<file path="src/rtl/logiccore9_arbiter.sv">
// logiccore9_arbiter: two-requester round-robin arbiter sharing one fixed-latency datapath
module logiccore9_arbiter #(
  parameter int DP_LATENCY = 6,
  parameter int WIDTH = 8
) (
  input  logic             clk,
  input  logic             rst_n,
  input  logic             req0,
  input  logic             req1,
  input  logic [WIDTH-1:0] a0,
  input  logic [WIDTH-1:0] b0,
  input  logic [WIDTH-1:0] a1,
  input  logic [WIDTH-1:0] b1,
  output logic             gnt0,
  output logic             gnt1,
  output logic             rsp_valid0,
  output logic             rsp_valid1,
  output logic [WIDTH-1:0] rsp_data0,
  output logic [WIDTH-1:0] rsp_data1,
  output logic             dp_start,
  output logic [WIDTH-1:0] dp_in1,
  output logic [WIDTH-1:0] dp_in2,
  input  logic [WIDTH-1:0] dp_result,
  output logic             busy
);
  typedef enum logic [1:0] {IDLE, ISSUE, WAIT, RESP} state_t;
  localparam logic [7:0] last_cnt = 8'(DP_LATENCY - 1);
  state_t state, state_nx;
  logic owner, last, win, any_req, done;
  logic [WIDTH-1:0] op1, op2, rsp;
  logic [7:0] cnt;
  always_comb begin
    any_req = req0 | req1;
    win = (req0 & req1) ? ~last : req1;
    done = cnt == last_cnt;
    state_nx = state == IDLE ? (any_req ? ISSUE : IDLE) :
               state == ISSUE ? WAIT :
               state == WAIT ? (done ? RESP : WAIT) : IDLE;
  end
  always_ff @(posedge clk or negedge rst_n) begin
    if (!rst_n) begin
      state <= IDLE;
      cnt <= 8'd0;
      owner <= 1'b0;
      last <= 1'b1;
      op1 <= '0;
      op2 <= '0;
      rsp <= '0;
    end else begin
      state <= state_nx;
      cnt <= (state == WAIT && !done) ? cnt + 8'd1 : 8'd0;
      if (state == IDLE && any_req) begin
        owner <= win;
        op1 <= win ? a1 : a0;
        op2 <= win ? b1 : b0;
      end
      if (state == WAIT && done) rsp <= dp_result;
      if (state == RESP) last <= owner;
    end
  end
  assign gnt0 = state == ISSUE && !owner;
  assign gnt1 = state == ISSUE && owner;
  assign rsp_valid0 = state == RESP && !owner;
  assign rsp_valid1 = state == RESP && owner;
  assign dp_start = state == ISSUE;
  assign dp_in1 = state == ISSUE ? op1 : '0;
  assign dp_in2 = state == ISSUE ? op2 : '0;
  assign rsp_data0 = rsp;
  assign rsp_data1 = rsp;
  assign busy = state != IDLE;
endmodule

</file>
<file path="config.mk">
export PLATFORM = sky130hd
export DESIGN_NAME = logiccore9_arbiter
export DESIGN_NICKNAME = d
export VERILOG_FILES = /design/src/rtl/logiccore9_arbiter.sv
export SDC_FILE = /design/constraint.sdc
export NUM_CORES = 1
export LEC_CHECK = 0
export CAP_MARGIN = 20
export CORE_UTILIZATION = 38
export DETAILED_ROUTE_END_ITERATION = 6
export PLACE_DENSITY = 0.87
export SETUP_SLACK_MARGIN = 0.3
export SLEW_MARGIN = 15
export SYNTH_ARGS = -nofsm -noshare
export SYNTH_HDL_FRONTEND = slang
export SYNTH_SLANG_ARGS = --single-unit
</file>
<file path="constraint.sdc">
create_clock -name clk -period 1.5 [get_ports clk]
set_clock_uncertainty 0.2 [all_clocks]
set_input_delay 0.3 -clock clk [delete_from_list [all_inputs] [get_ports clk]]
set_output_delay 0.3 -clock clk [all_outputs]
set_load 0.01 [all_outputs]
</file>
==> impl_metrics.tcl <==
set metrics [dict create \
    outcome "complete, but fails checks" \
    violations "setup timing" \
    grt_max_degree 15 \
    grt_overflow 0 \
    ys_seq_elements 36 \
    place_ws_ps -424 \
    start_util_pct 40.8 \
    total_power_mw 6.02 \
    maxCapViolCount 0 \
    cts_made_buffers 5 \
    final_cell_mix "buf_6 (50), clkdlybuf4s50_1 (42), dfrtp_1 (35), buf_4 (20), nand2_1 (19)" \
    crit_type "reg -> out" \
    cpLargestDelayFamily "flip-flops" \
    ir_worst_vdd_mv 0.969 \
    dp_hpwl_um 3480 \
    hold_violations 0 \
    synth_top_area_cell "dfrtp_1" \
    synth_compound_area_share_pct 8.99 \
    core_mm2 0.00450 \
    drtPass1Iterations 4 \
    htree_levels 2 \
    cp_data_arrival_time_ps 1360 \
    antenna_found_initial 0 \
    powerDensity_mw_per_mm2 1710 \
    drtIter0Drc 78 \
    globalRouteTotalUtil_pct 24.5 \
    syn_inst 171 \
    synth_mux_area_share_pct 14.2 \
    hold_path.class "in -> async" \
    worstPathCellList "inv_2 > ha_4 > buf_6 > and2_4 > buf_6" \
    seq_area_frac_synth_pct 49.1 \
    clk_latency_ps 290 \
    root_buffer "clkbuf_8" \
    rows 24 \
    grt_pass1_wl_um 9470 \
    slowest_delay_ps 420 \
    cts_tree "yes" \
    dieArea_mm2 0.00512 \
    stdcell_area_mm2 0.00351 \
    cp.required_ps 1000 \
    syn_avg_cell_area_um2 10.7 \
    setup_violations 55 \
    vias_per_cell 5.10 \
    port_buffers 81 \
    synth_xor_area_share_pct 0.953 \
    placed_cells 314 \
    path_common_cell "buf_6" \
    boundaryPins 82 \
    start_kind "flop" \
    r2r-start "state[0]$_DFF_PN0_" \
    yosysTopAreaCellShare_pct 47.7 \
    synthDistinctLibCells 28 \
    fillerInstances 282 \
    cp_max_fo 5 \
    met3_length_um 298 \
    postPlaceCellArea_mm2 0.00290 \
    p_leak_nw 1.57 \
    synthSimpleGateAreaFrac_pct 16.5 \
    dr_wl_met2_um 3090 \
    gp_congestion 0.809 \
    netlist_top_cells_area "dfrtp_1 (48%), mux2i_1 (8.7%), and2_1 (6.1%)" \
    max_slew.worst_pin.slew_ps 359 \
    timing.final.crit_share_pct 124 \
    final_net_count 347 \
    syn-num-nets 221 \
    cp.buffers_inverters 3 \
    drc 0 \
    reg2reg_depth 9 \
    wl_met1_um 2490 \
    grt_pass1_vias 1880 \
    clk_pin_slew_worst_paths_ps 80 \
    final.setup.worst_slack_ps -360 \
    drt_wl_total_um 6050 \
    synth_top_family_by_area "simple AND/OR/NAND/NOR gates" \
    clock_sinks 36 \
    dr_total_vias 1784 \
    layout-drive-gt1-share_pct 52.0 \
    crit_path_end_kind "primary output" \
    clock.fmax_mhz 538 \
    synth_area_mm2 0.00184 \
    final_cells 350 \
    startpoint "state[1]$_DFF_PN0_" \
    slew_violations 0 \
    yosysWarnings 0 \
    rsz0062_at_grt "yes" \
    die_h_um 71.5 \
    layout_commonest_cell "buf_6" \
    slowest_stage "dfrtp_1" \
    synthAdderAreaFrac_pct 4.08 \
    routed.top_layer "met4" \
    diodes 0 \
    crit_cells 5 \
    die_w_um 71.5 \
    finalCriticalPeriod_ps 1860 \
    antenna_left 0 \
    clockBufferDepth 2 \
    slew_headroom_pct 75.9 \
    detail_route.wl_per_cell_um 17.3 \
    area_delta_synth_final_pct 91.0 \
]
[per-layer routing]
metal	GRT usage [%]	vias to the layer above
met3	5.77	16
met5	0	-
met2	42.0	72
met1	29.5	867
li1	-	829
met4	10.9	0
[what timing repair did]
| action | in CTS | in global routing |
|---|---|---|
| pin swaps | 17 | 2 |
| gates cloned | 6 | 0 |
| hold buffers | 1 | 0 |
| gates resized for setup | 221 | 16 |
| buffers inserted | 17 | 4 |
| endpoints found under the setup margin | 73 | 97 |
| hold endpoints to repair | 12 | 0 |
[layout make-up]
type                       instances  area, µm²  share of cell area, %
sequential                        36        902                   25.7
clock buffer                       6       82.6                   2.35
tap                               52       65.1                   1.85
multi-input combinational        116       1050                   29.8
timing repair buffer             132       1380                   39.2
clock inverter                     2       15.0                  0.428
inverter                           6       25.0                  0.713
[final timing paths]
kind                                 endpoint  slack (ps)
max                                 dp_in2[4]        -360
min                          cnt[3]$_DFF_PN0_         220
max reg2reg                op2[5]$_DFFE_PN0P_        -200
min reg2reg                op1[3]$_DFFE_PN0P_         300
max in group asynchronous  op1[6]$_DFFE_PN0P_         440
min in group clk           op1[3]$_DFFE_PN0P_         300
[cell families after synthesis]
group,after synthesis
AO/OA/AOI/OAI,29
multiplexers,25
AND/OR/NAND/NOR,53
buffers and inverters,20
flip-flops,36
XOR/XNOR,2
adder cells (fa/ha/maj),6
[sequential cells by signal, summed over array words and instances, names as in the netlist]
name       flops
cnt            8
rsp_data0      8
op1            8
state          2
op2            8
last           1
owner          1
[synth_stat cells]
cell and number:
a211o_2 1, a21boi_0 1, a21oi_1 4, a22o_1 1, a31o_2 1, and2_1 18
and2b_1 1, buf_4 10, clkbuf_1 4, dfrtp_1 35, dfstp_2 1, ha_1 6
inv_1 6, mux2_2 9, mux2i_1 16, nand2_1 19, nand3_1 4, nand4_4 1
nor2_1 4, nor2b_1 2, nor4b_4 1, o21ai_0 18, o21ai_1 1, o31ai_1 2
or3_1 2, or4_1 1, xnor2_1 1, xor2_1 1
[stage by stage]
step / setup TNS [ps] / hold WS (ps) / util (%)
floorplan: -803 / -196 / -
global placement: -14630 / 4.42 / 64.4
detailed placement: -15950 / 12.1 / 64.4
CTS: -11050 / 252 / 75.8
global route: -14710 / 234 / 77.9
finish: -12180 / 224 / 77.9
[report_power, final]
| part | internal [mW] | switching [mW] |
|---|---|---|
| clock network | 0.372 | 0.371 |
| logic | 2.13 | 1.51 |
| registers | 1.36 | 0.280 |
| total | 3.86 | 2.16 |
No activity file was read; power rests on OpenSTA's default activity.
